## src/rtl/fir_p2s_pkg.sv

```systemverilog
// Shared constants, FSM encoding and sizing helper for the fir_p2s parallel-to-serial block.
package fir_p2s_pkg;

   localparam int LANES_DEF = 6;
   localparam int W_DEF     = 12;

   typedef enum logic [1:0] {
      IDLE       = 2'd0,
      SHIFT      = 2'd1,
      SHIFT_PEND = 2'd2
   } state_t;

   // Bits needed to index n lanes.
   function automatic int clog2(input int n);
      int r;
      r = 0;
      while ((32'sd1 <<< r) < n) begin
         r = r + 1;
      end
      return r;
   endfunction

endpackage

```

## src/rtl/fir_p2s_if.sv

```systemverilog
// Block-in / word-out stream bundle of fir_p2s; slave is the converter, master is its environment.
interface fir_p2s_if #(
   parameter int LANES = fir_p2s_pkg::LANES_DEF,
   parameter int W     = fir_p2s_pkg::W_DEF
);
   logic               p_valid;
   logic [LANES*W-1:0] p_data;
   logic               s_valid;
   logic               s_ready;
   logic [W-1:0]       s_data;
   logic               s_first;
   logic               s_last;

   modport master (output p_valid, p_data, s_ready,
                   input  s_valid, s_data, s_first, s_last);
   modport slave  (input  p_valid, p_data, s_ready,
                   output s_valid, s_data, s_first, s_last);
endinterface

```

## src/rtl/fir_p2s_mux.sv

```systemverilog
// Lane selector: picks word i_sel out of a packed block; out-of-range selects read as zero.
module fir_p2s_mux
   import fir_p2s_pkg::*;
#(
   parameter int LANES = LANES_DEF,
   parameter int W     = W_DEF,
   parameter int IW    = clog2(LANES)
) (
   input  logic [LANES*W-1:0] i_sr,
   input  logic [IW-1:0]      i_sel,
   output logic [W-1:0]       o_data
);
   logic [W-1:0] w_lane [LANES];

   for (genvar g = 0; g < LANES; g++) begin : g_lane
      assign w_lane[g] = i_sr[g*W +: W];
   end

   // Widened compare keeps the range check correct when LANES is a power of two.
   assign o_data = ({1'b0, i_sel} < (IW+1)'(LANES)) ? w_lane[i_sel] : {W{1'b0}};
endmodule

```

## src/rtl/fir_p2s.sv

```systemverilog
// Parallel-to-serial converter: one LANES-word block per p_valid, replayed lane 0 first with one block of buffering.
// Optional macro FIR_P2S_OVF_CNT_EN adds the saturating dropped-block counter o_ovf_cnt.
module fir_p2s
   import fir_p2s_pkg::*;
#(
   parameter int LANES = LANES_DEF,
   parameter int W     = W_DEF
) (
   input  logic     clk,
   input  logic     rstn,
   fir_p2s_if.slave bus,
   input  logic     i_ovf_clr,
   output logic     o_ovf
`ifdef FIR_P2S_OVF_CNT_EN
   ,
   output logic [15:0] o_ovf_cnt
`endif
);
   localparam int            IW   = clog2(LANES);
   localparam logic [IW-1:0] LAST = IW'(LANES - 1);

   state_t             r_state;
   logic [LANES*W-1:0] r_sr;
   logic [LANES*W-1:0] r_pr;
   logic [IW-1:0]      r_cnt;
   logic               r_ovf;
   logic               w_beat;
   logic               w_last;
   logic               w_drop;
   logic [W-1:0]       w_data;

   assign w_beat = (r_state != IDLE) && bus.s_ready;
   assign w_last = w_beat && (r_cnt == LAST);
   assign w_drop = (r_state == SHIFT_PEND) && bus.p_valid && !w_last;

   // Block sequencing: load, lane advance and pending-block promotion.
   always_ff @(posedge clk or negedge rstn) begin
      if (!rstn) begin
         r_state <= IDLE;
         r_sr    <= {(LANES*W){1'b0}};
         r_pr    <= {(LANES*W){1'b0}};
         r_cnt   <= {IW{1'b0}};
      end else begin
         case (r_state)
            IDLE: begin
               if (bus.p_valid) begin
                  r_sr    <= bus.p_data;
                  r_cnt   <= {IW{1'b0}};
                  r_state <= SHIFT;
               end
            end
            SHIFT: begin
               if (w_last) begin
                  r_cnt <= {IW{1'b0}};
                  if (bus.p_valid) begin
                     r_sr <= bus.p_data;
                  end else begin
                     r_state <= IDLE;
                  end
               end else begin
                  if (w_beat) begin
                     r_cnt <= r_cnt + IW'(1);
                  end
                  if (bus.p_valid) begin
                     r_pr    <= bus.p_data;
                     r_state <= SHIFT_PEND;
                  end
               end
            end
            SHIFT_PEND: begin
               if (w_last) begin
                  r_sr  <= r_pr;
                  r_cnt <= {IW{1'b0}};
                  if (bus.p_valid) begin
                     r_pr <= bus.p_data;
                  end else begin
                     r_state <= SHIFT;
                  end
               end else if (w_beat) begin
                  r_cnt <= r_cnt + IW'(1);
               end
            end
            default: begin
               r_state <= IDLE;
               r_cnt   <= {IW{1'b0}};
            end
         endcase
      end
   end

   // Sticky drop flag; a new drop outranks a clear in the same cycle.
   always_ff @(posedge clk or negedge rstn) begin
      if (!rstn) begin
         r_ovf <= 1'b0;
      end else if (w_drop) begin
         r_ovf <= 1'b1;
      end else if (i_ovf_clr) begin
         r_ovf <= 1'b0;
      end
   end

`ifdef FIR_P2S_OVF_CNT_EN
   logic [15:0] r_ovf_cnt;

   // Saturating dropped-block counter; increment outranks clear.
   always_ff @(posedge clk or negedge rstn) begin
      if (!rstn) begin
         r_ovf_cnt <= 16'h0000;
      end else if (w_drop) begin
         if (r_ovf_cnt != 16'hFFFF) begin
            r_ovf_cnt <= r_ovf_cnt + 16'h0001;
         end
      end else if (i_ovf_clr) begin
         r_ovf_cnt <= 16'h0000;
      end
   end

   assign o_ovf_cnt = r_ovf_cnt;
`endif

   fir_p2s_mux #(
      .LANES (LANES),
      .W     (W),
      .IW    (IW)
   ) u_mux (
      .i_sr   (r_sr),
      .i_sel  (r_cnt),
      .o_data (w_data)
   );

   assign bus.s_valid = (r_state != IDLE);
   assign bus.s_data  = w_data;
   assign bus.s_first = (r_state != IDLE) && (r_cnt == {IW{1'b0}});
   assign bus.s_last  = (r_state != IDLE) && (r_cnt == LAST);
   assign o_ovf       = r_ovf;
endmodule

```

## src/flat_wrapper.sv

```systemverilog
// flat-port wrapper written by rule: the top's interface ports become plain ports
module fir_p2s_flat import fir_p2s_pkg::*;
#(
   parameter int LANES = LANES_DEF,
   parameter int W     = W_DEF
)
  (clk, rstn, i_ovf_clr, o_ovf, bus_p_valid, bus_p_data, bus_s_ready, bus_s_valid, bus_s_data, bus_s_first, bus_s_last);
  fir_p2s_if #(.LANES(LANES), .W(W)) bus_i ();
  input  logic clk;
  input  logic rstn;
  input  logic i_ovf_clr;
  output logic o_ovf;
  input wire logic [$bits(bus_i.p_valid)-1:0] bus_p_valid;
  input wire logic [$bits(bus_i.p_data)-1:0] bus_p_data;
  input wire logic [$bits(bus_i.s_ready)-1:0] bus_s_ready;
  output wire logic [$bits(bus_i.s_valid)-1:0] bus_s_valid;
  output wire logic [$bits(bus_i.s_data)-1:0] bus_s_data;
  output wire logic [$bits(bus_i.s_first)-1:0] bus_s_first;
  output wire logic [$bits(bus_i.s_last)-1:0] bus_s_last;
  assign bus_i.p_valid = bus_p_valid;
  assign bus_i.p_data = bus_p_data;
  assign bus_i.s_ready = bus_s_ready;
  assign bus_s_valid = bus_i.s_valid;
  assign bus_s_data = bus_i.s_data;
  assign bus_s_first = bus_i.s_first;
  assign bus_s_last = bus_i.s_last;
  fir_p2s #(.LANES(LANES), .W(W)) u_core (.clk(clk), .rstn(rstn), .bus(bus_i), .i_ovf_clr(i_ovf_clr), .o_ovf(o_ovf));
endmodule
```

## config.mk

```make
export PLATFORM = sky130hd
export DESIGN_NAME = fir_p2s_flat
export DESIGN_NICKNAME = d
export VERILOG_FILES = /design/src/rtl/fir_p2s_pkg.sv /design/src/rtl/fir_p2s_if.sv /design/src/rtl/fir_p2s_mux.sv /design/src/rtl/fir_p2s.sv /design/src/flat_wrapper.sv
export SDC_FILE = /design/constraint.sdc
export NUM_CORES = 1
export LEC_CHECK = 0
export BUFFER_PORTS_ARGS = -buffer_cell sky130_fd_sc_hd__buf_4
export CAP_MARGIN = 25
export CORE_MARGIN = 4
export CORE_UTILIZATION = 59
export CTS_CLUSTER_SIZE = 8
export DETAILED_ROUTE_END_ITERATION = 10
export GPL_ROUTABILITY_DRIVEN = 0
export PLACE_DENSITY = 0.77
export SLEW_MARGIN = 20
export SYNTH_ARGS = -nofsm -noshare
export SYNTH_HDL_FRONTEND = slang
export SYNTH_SLANG_ARGS = --single-unit
```

## constraint.sdc

```tcl
create_clock -name clk -period 2.7 [get_ports clk]
set_clock_uncertainty 0.1 [all_clocks]
set_input_delay 0.27 -clock clk [delete_from_list [all_inputs] [get_ports clk]]
set_output_delay 0.27 -clock clk [all_outputs]
set_load 0.05 [all_outputs]
```

==> results of run 1 <==
worst reg2reg max path: stages, from the launching register on:
cell and delay, ns:
dfrtp_1 0.45, inv_1 0.13, ha_2 0.43, buf_4 0.53, nand3_1 0.25, buf_4 0.26
nand3_1 0.12, nand3_1 0.10
how the worst max path moves through the flow:
stage | startpoint | to | slack (ns) | depth (start not counted)
2_1_floorplan | u_core.r_cnt[0] | bus_s_data[10] | 0.21 | 4
3_3_place_gp | u_core.r_state[1] | u_core.r_pr[64] | 0.38 | 7
3_5_place_dp | u_core.r_state[1] | u_core.r_pr[51] | 0.28 | 7
4_1_cts | u_core.r_cnt[0] | bus_s_data[1] | 0.14 | 5
5_1_grt | u_core.r_cnt[0] | bus_s_data[1] | 0.08 | 5
6_report | u_core.r_cnt[0] | bus_s_data[2] | 0.17 | 5
per-layer routing:
metal | up-vias | GRT usage | part of all wire
met5 | - | 0 | 0
met4 | 0 | 0.0782 | 0.020
met3 | 54 | 0.0577 | 0.081
met2 | 424 | 0.461 | 0.49
met1 | 3708 | 0.423 | 0.41
li1 | 3421 | - | -
stage by stage:
step	setup slack, ns	power [mW]
finish	0.166	12.8
CTS	0.140	12.7
global route	0.0774	13.5
global placement	0.382	9.69
detailed placement	0.282	10.0
floorplan	0.210	8.33
Yosys cell counts (all sizes together) (2+ instances only):
master	number	share of area
clkbuf	56	0.025
nand4	3	0.0022
a221oi	11	0.012
o22ai	23	0.017
and3	37	0.028
nand2	55	0.025
nor2	74	0.033
nand4b	2	0.0021
inv	8	0.0036
o21ai	18	0.011
a21oi	84	0.050
nand2b	5	0.0037
mux4	12	0.032
nand3	76	0.045
mux2i	84	0.10
buf	31	0.020
ha	7	0.010
mux2	25	0.043
nor3	36	0.022
nor2b	2	0.0015
dfrtp	150	0.45
a31oi	72	0.054
layout make-up:
type	instances	area, um2	share of cell area
inverters	8	30.0	0.00296
clock buffers	20	437	0.0430
well taps	180	225	0.0222
clock inverters	12	200	0.0197
multi-input cells	637	4230	0.417
repair buffers	149	1270	0.125
flip-flops and latches	150	3750	0.370
state kept, by name, summed over array words and instances (netlist names):
name and cells:
u_core.o_ovf 1, u_core.r_sr 72, u_core.r_cnt 3, u_core.r_pr 72
u_core.r_state 2
report_power, final:
group	total (mW)	internal [mW]	leakage [nW]	switching, mW
Clock	2.60	1.64	0.313	0.955
Sequential	4.28	3.41	1.74	0.876
Combinational	5.89	2.37	2.31	3.52
kinds of logic (layout without fill, tap and decap cells):
kind of cell | after synthesis | count (layout) | share of synthesized area
and+or+nand+nor | 296 | 296 | 0.167
adders and majority gates | 7 | 7 | 0.0105
AOI/OAI and AO/OA | 213 | 213 | 0.150
buffers and inverters | 95 | 189 | 0.0487
DFF | 150 | 150 | 0.448
muxes | 121 | 121 | 0.175
==> out/qor.yml, run 1 <==
status: "completed"
die_y_um: 127
grtUsageTotal: 0.294
ios: 93
max_stage_delay_ns: 0.57
numPortBuffers: 92
drt_iter0_drc: 1054
fillers: 977
fin_util: 0.731
holdWs_ns: 0.00529
clk_pin_slew_worst_paths_ns: 0.06
cts_tree: "built"
leakage_nw: 4.36
crit_chain: "buf_4 > mux4_2 > nand2_1 > o21ai_0 > buf_4"
arrival_ns: 2.16
postSynthAreaPerCell_um2: 9.49
crit_required_ns: 2.33
rows: 43
path_max_fanout: 14
design_area_mm2: 0.0101
setup.worst_path.end_class: "output port"
r2r-end: "u_core.r_pr[58]"
mostFrequentLayoutCells: "150 x dfrtp_1, 112 x buf_4, 84 x mux2i_1, 84 x a21oi_1, 76 x nand3_1"
post-route-min-period_ns: 2.53
antenna_left: 0
postRouteWirelength_um: 23500
synth_seq_cells: 150
initial_core_util: 0.603
dieWidth_um: 127
synth_edf_count: 0
grt_start_max_net_pins: 83
synth-seq-area-share: 0.448
rr_startpoint: "u_core.r_state[1]"
cts_buffers: 17
path_buf_inv: 2
synthDistinctLibCells: 37
hold_viol_final: 0
cts_resized: 0
setup_tns_ns: 0
post-cts-setup-buffers: 0
r2r_cells: 7
ctsHoldBuffers: 29
worstMarginPinSlew_ns: 0.544
regToRegSetupSlack_ns: 0.20
placed_cell_area_mm2: 0.00921
via_per_inst: 6.58
antenna_cells: 0
synthFlopType: "dfrtp_1"
drc: 0
setup_violations: 0
clk_root_buffer_cell: "clkbuf_16"
start_kind: "flop"
drv_cap: 0
fp.coreArea_mm2: 0.0139
synthCells: 882
holdCritStartpoint: "bus_p_data[66]"
post-dp-hpwl_um: 14800
synthArstFlopShare: 1.00
p_per_area_mw_per_mm2: 1260
path_common_cell: "buf_4"
vias: 7607
syn2layout_area_growth_pct: 21.2
layout.nets: 1047
fmax_mhz: 395
antenna_found_initial: 0
syn_nets: 966
grt_pass1_vias: 7117
hold_class: "in -> reg"
max_slew_margin: 0.638
final_common_cell: "dfrtp_1"
cp_top_family: "multiplexers"
holdPathEnd: "u_core.r_pr[66]"
drive_gt1_frac: 0.194
syn-cell-area_mm2: 0.00837
min_delay_path_depth: 3
fin_cells: 1156
drv_slew: 0
grt_first_pass_wirelength_um: 37700
ctsLongestPathBuffers: 2
worstSkewPairLatency_ns: 0.43
yosys_warnings: 0
firstDrtPassIters: 6
htreeDepth: 4
rsz0062_at_grt: "no"
dp_cells: 1094
crit_path_top_delay_cell: "mux4_2"
die_area_mm2: 0.0162
ir_worst_vdd_mv: 0.850
wl_per_cell_um: 20.3
cts.sinks: 150
path_class: "reg -> out"
fin_crit_sh: 0.938
gr-total-overflow: 0
Note: power is estimated with default switching activity, not from simulation.
==> run 2: changes to the inputs <==
Clock period 2.7 ns to 2.6 ns, I/O delays scaled along.
==> out/qor.yml, run 2 (same netlist as run 1, synthesis figures left out) <==
swShare: 0.422  # +0.00315
hold_viol_final: 0  # unchanged
rows: 43  # unchanged
path_class: "reg -> out"
vias: 7661  # +0.71%
numPortBuffers: 92  # unchanged
grt_pass1_vias: 7224  # +1.5%
drv_slew: 0  # unchanged
dieWidth_um: 127  # unchanged
setup_tns_ns: 0  # unchanged
grtUsageTotal: 0.291  # -0.00305
antenna_cells: 0  # unchanged
pre_cts_slack_ns: 0.191  # -0.0911 ns
ctsLongestPathBuffers: 2  # unchanged
path_max_fanout: 17  # +3
drt_iter0_drc: 852  # -19%
start_kind: "flop"
reg_top3: "u_core.r_pr (72), u_core.r_sr (72), u_core.r_cnt (3)"
setup.worst_path.end_class: "output port"
crit_required_ns: 2.24  # -0.09 ns
crit_chain: "buf_6 > mux4_2 > nand2_1 > o21ai_0 > buf_4"
max_stage_delay_ns: 0.55  # -0.02 ns
post-dp-hpwl_um: 14900  # +0.72%
firstDrtPassIters: 6  # unchanged
drv_cap: 0  # unchanged
cts_buffers: 17  # unchanged
drive_gt1_frac: 0.196  # +0.00275
rsz0062_at_grt: "no"
p_switching_mw: 5.60  # +4.7%
crit_path_top_delay_cell: "mux4_2"
fin_util: 0.747  # +0.0162
cts.sinks: 150  # unchanged
drc: 0  # unchanged
via_per_inst: 6.50  # -1.2%
clk_pin_slew_worst_paths_ns: 0.06  # about the same
die_area_mm2: 0.0162  # unchanged
placed_cell_area_mm2: 0.00921  # about the same
hold_class: "in -> reg"
p_comb_frac: 0.463  # +0.002
max_slew_margin: 0.527  # -0.110
fmax_mhz: 407
cell_internal_pwr_mw: 7.66  # +3.3%
worstSkewPairLatency_ns: 0.43  # about the same
syn2layout_area_growth_pct: 23.9
holdWs_ns: 0.00831  # +0.00302 ns
layout.nets: 1069  # +2.1%
die_y_um: 127  # unchanged
fp.coreArea_mm2: 0.0139  # unchanged
ir_worst_vdd_mv: 0.582  # -32%
ios: 93  # unchanged
pwr-share-seq: 0.336  # about the same
fin_crit_sh: 0.945
design_area_mm2: 0.0104  # +2.2%
antenna_left: 0  # unchanged
setup_violations: 0  # unchanged
worst_slack_ns: 0.143  # -0.0237 ns
status: "completed"
post-route-min-period_ns: 2.46
worstMarginPinSlew_ns: 0.709  # +0.165 ns
initial_core_util: 0.603  # unchanged
antenna_found_initial: 0  # unchanged
final_common_cell: "dfrtp_1"
postRouteWirelength_um: 23600  # +0.58%
leakage_nw: 4.45  # +2.1%
gr-total-overflow: 0  # unchanged
grt_start_max_net_pins: 119  # +43%
mostFrequentLayoutCells: "150 x dfrtp_1, 114 x buf_4, 84 x mux2i_1, 84 x a21oi_1, 76 x nand3_1"
htreeDepth: 4  # unchanged
p_per_area_mw_per_mm2: 1280  # +1.6%
clk_root_buffer_cell: "clkbuf_16"
grt_first_pass_wirelength_um: 37700  # +0.13%
arrival_ns: 2.10  # -0.06 ns
clkPwrFrac: 0.201  # -0.002
wl_per_cell_um: 20.0  # -1.3%
cts_tree: "built"
[run 2: worst paths after layout]
path | cells past startpoint | slack (ns) | endpoint | from
max | 5 | 0.14 | bus_s_data[2] | u_core.r_cnt[0]
min | 3 | 0.008 | u_core.r_pr[42] | bus_p_data[42]
max reg2reg | 8 | 0.17 | u_core.r_sr[28] | u_core.r_state[0]
min reg2reg | 1 | 0.41 | u_core.r_pr[3] | u_core.r_pr[3]
max in group asynchronous | 3 | 1.33 | u_core.r_pr[14] | rstn
min in group asynchronous | 2 | 0.30 | u_core.r_pr[7] | rstn
[run 2: per-stage QoR]
step / power, mW / std cells
after floorplan: 8.65 / 882
final: 13.3 / 1178
after global placement: 10.0 / 1096
after detailed placement: 10.4 / 1096
after global routing: 14.0 / 1178
after CTS: 13.1 / 1176
[run 2: cell type report]
cell class                 count  area [um2]
clock inverter                14         200
multi-input combinational    637        4230
clock buffer                  18         439
inverter                       8        30.0
tap                          180         225
fill                         935        3510
sequential                   150        3750
timing repair buffer         171        1500
[run 2: critical path, delay by kind of cell, from the launching register on]
kind	cells	cell delay, ns
DFF	1	0.39
and+or+nand+nor	1	0.11
muxes	1	0.55
buffers and inverters	2	0.49
AOI/OAI and AO/OA	1	0.12
[run 2: what timing repair did]
item	in CTS	in global routing
hold endpoints to repair	116	0
resized for setup	0	2
hold buffers	48	0
setup endpoints to repair	0	19
buffers inserted	0	1
[run 2: power by group through the flow]
stage	Combinational [mW]	Clock, mW	Sequential (mW)
floorplan	4.51	0	4.14
global placement	5.72	0	4.32
detailed placement	5.97	0	4.42
CTS	6.06	2.69	4.40
global route	6.65	2.78	4.57
finish	6.14	2.66	4.45
[run 2: metal layers]
metal | up-vias | share of wire | global-route usage
met1 | 3714 | 0.42 | 0.407
met2 | 423 | 0.48 | 0.460
met4 | 0 | 0.025 | 0.0883
met5 | - | 0 | 0
li1 | 3466 | - | -
met3 | 58 | 0.077 | 0.0610
==> run 3: changes to the inputs <==
Settings changed: BUFFER_PORTS_ARGS -buffer_cell sky130_fd_sc_hd__buf_4 to default, CORE_UTILIZATION 59 to 60, CTS_CLUSTER_DIAMETER from default to 60, DONT_BUFFER_PORTS from default to 1, PLACE_DENSITY 0.77 to 0.73.
==> out/qor.yml, run 3 (same netlist as run 1, synthesis figures left out) <==
status: "complete, but fails checks"
violations: "negative hold slack"
p_per_area_mw_per_mm2: 1320  # +3.2%
multi_input_area_mm2: 0.00423  # unchanged
postRouteWirelength_um: 23500  # -0.19%
clk_pin_slew_worst_paths_ns: 0.06  # about the same
placed_cell_area_mm2: 0.00863  # -6.3%
post-route-min-period_ns: 2.50  # +0.0440 ns
ios: 93  # unchanged
drv_cap: 0  # unchanged
drc: 0  # unchanged
final_common_cell: "dfrtp_1"
grt_first_pass_wirelength_um: 38200  # +1.4%
fin_util: 0.743  # -0.00422
total_power_mw: 13.2  # -0.53%
setup_violations: 0  # unchanged
leakage_nw: 4.15  # -6.9%
hold_class: "in -> async"
post-dp-hpwl_um: 14200  # -4.8%
r2r-end: "u_core.r_pr[35]"
r2r_cells: 7  # -1
regToRegSetupSlack_ns: 0.24  # +0.07 ns
path_max_fanout: 28  # +11
crit_chain: "clkbuf_8 > mux4_2 > nand2_1 > o21ai_1 > buf_12"
cts_tree: "built"
rows: 42  # -2.3%
clk_root_buffer_cell: "clkbuf_16"
fin_crit_sh: 0.962  # +0.0169
rsz0062_at_grt: "no"
fmax_mhz: 400  # -1.8%
gr-total-overflow: 0  # unchanged
mostFrequentLayoutCells: "150 x dfrtp_1, 84 x mux2i_1, 84 x a21oi_1"
reg_top3: "u_core.r_pr (72), u_core.r_sr (72), u_core.r_cnt (3)"
dieWidth_um: 126  # -0.79%
arrival_ns: 2.14  # +0.04 ns
crit_required_ns: 2.24  # about the same
grtUsageTotal: 0.299  # +0.00875
fp.coreArea_mm2: 0.0135  # -3.1%
hold_viol_final: 151  # +151
antenna_found_initial: 1  # +1
vias: 7465  # -2.6%
ctsLongestPathBuffers: 2  # unchanged
numPortBuffers: 0  # -100%
max_slew_margin: 0.646  # +0.119
path_class: "reg -> out"
setup.worst_path.end_class: "output port"
worstSkewPairLatency_ns: 0.44  # about the same
via_per_inst: 6.70  # +2.9%
worstMarginPinSlew_ns: 0.531  # -0.178 ns
holdWs_ns: -0.583  # -0.591 ns
wl_per_cell_um: 21.1  # +5.4%
path_buf_inv: 2  # unchanged
cts.sinks: 150  # unchanged
grt_start_max_net_pins: 151  # +27%
seq_area_mm2: 0.00375  # unchanged
grt_pass1_vias: 7201  # -0.32%
firstDrtPassIters: 6  # unchanged
cp_top_family: "multiplexers"
htreeDepth: 4  # unchanged
max_stage_delay_ns: 0.58  # +0.03 ns
drt_iter0_drc: 968  # +14%
setup_tns_ns: 0  # unchanged
syn2layout_area_growth_pct: 19.4
crit_path_top_delay_cell: "mux4_2"
drive_gt1_frac: 0.115  # -0.0813
die_y_um: 126  # -0.79%
cts_buffers: 17  # unchanged
fillers: 984  # +5.2%
antenna_left: 0  # unchanged
initial_core_util: 0.622  # +0.0192
layout.nets: 1009  # -5.6%
drv_slew: 0  # unchanged
die_area_mm2: 0.0159  # -1.6%
start_kind: "flop"
ir_worst_vdd_mv: 0.710  # +22%
design_area_mm2: 0.0100  # -3.6%
rr_startpoint: "u_core.r_state[0]"
==> run 3: cell types whose count changed in the layout (fill, tap and decap cells not counted), sizes merged <==
cell,change
clkbuf,+2
inv,-1
dlygate4sd3,+27
buf,-87
bufinv,-1
diode,+1
clkinv,-2
clkinvlp,+2
==> run 3: worst max-delay path by stage <==
stage               slack, ns         startpoint  cells after the start              end
finish                    0.1    u_core.r_cnt[0]                      5    bus_s_data[0]
global route            0.007    u_core.r_cnt[0]                      5    bus_s_data[6]
CTS                      0.06    u_core.r_cnt[0]                      5    bus_s_data[0]
detailed placement       0.26  u_core.r_state[0]                      7  u_core.r_pr[35]
global placement         0.33  u_core.r_state[1]                      6  u_core.r_pr[22]
floorplan                0.12    u_core.r_cnt[0]                      4   bus_s_data[10]
==> run 3: report_power, final <==
part           switching (mW)  leakage [nW]  internal, mW  total, mW
clock network            1.01         0.284          1.56       2.57
logic                    3.58          2.13          2.58       6.16
registers               0.930          1.74          3.54       4.47
==> run 3: area by class of cell <==
type | count | share of cell area
multi-input cells | 637 | 0.423
flip-flops and latches | 150 | 0.375
repair buffers | 111 | 0.115
clock buffers | 20 | 0.0457
well taps | 176 | 0.0220
clock inverters | 12 | 0.0151
inverters | 8 | 0.00300
diodes | 1 | 0.000250
==> run 3: stage by stage <==
step           hold slack, ns  std cells  setup slack (ns)
2_1_floorplan          -0.136        882             0.120
3_3_place_gp           -0.129       1007             0.326
3_5_place_dp           -0.130       1007             0.260
4_1_cts                -0.593       1113            0.0623
5_1_grt                -0.606       1115           0.00692
6_report               -0.583       1115            0.0987
==> run 3: what timing repair did <==
action	4_1_cts	5_1_grt
resized for setup	1	1
hold buffers	74	1
buffers inserted	0	0
hold endpoints to repair	281	151
setup endpoints to repair	3	1
gates cloned	0	0
==> run 3: worst reg2reg max path: stages (launching register included) <==
cell	delay, ns
dfrtp_1	0.43
inv_1	0.12
ha_1	0.22
nand4b_1	0.21
buf_4	0.25
nand2_1	0.36
o22ai_1	0.17
a221oi_1	0.38
==> run 3: per-layer routing <==
| layer | vias to the layer above | share of wire | track usage |
|---|---|---|---|
| li1 | 3345 | - | - |
| met2 | 421 | 0.47 | 0.454 |
| met1 | 3652 | 0.41 | 0.422 |
| met3 | 47 | 0.094 | 0.0792 |
| met5 | - | 0 | 0 |
| met4 | 0 | 0.021 | 0.0984 |
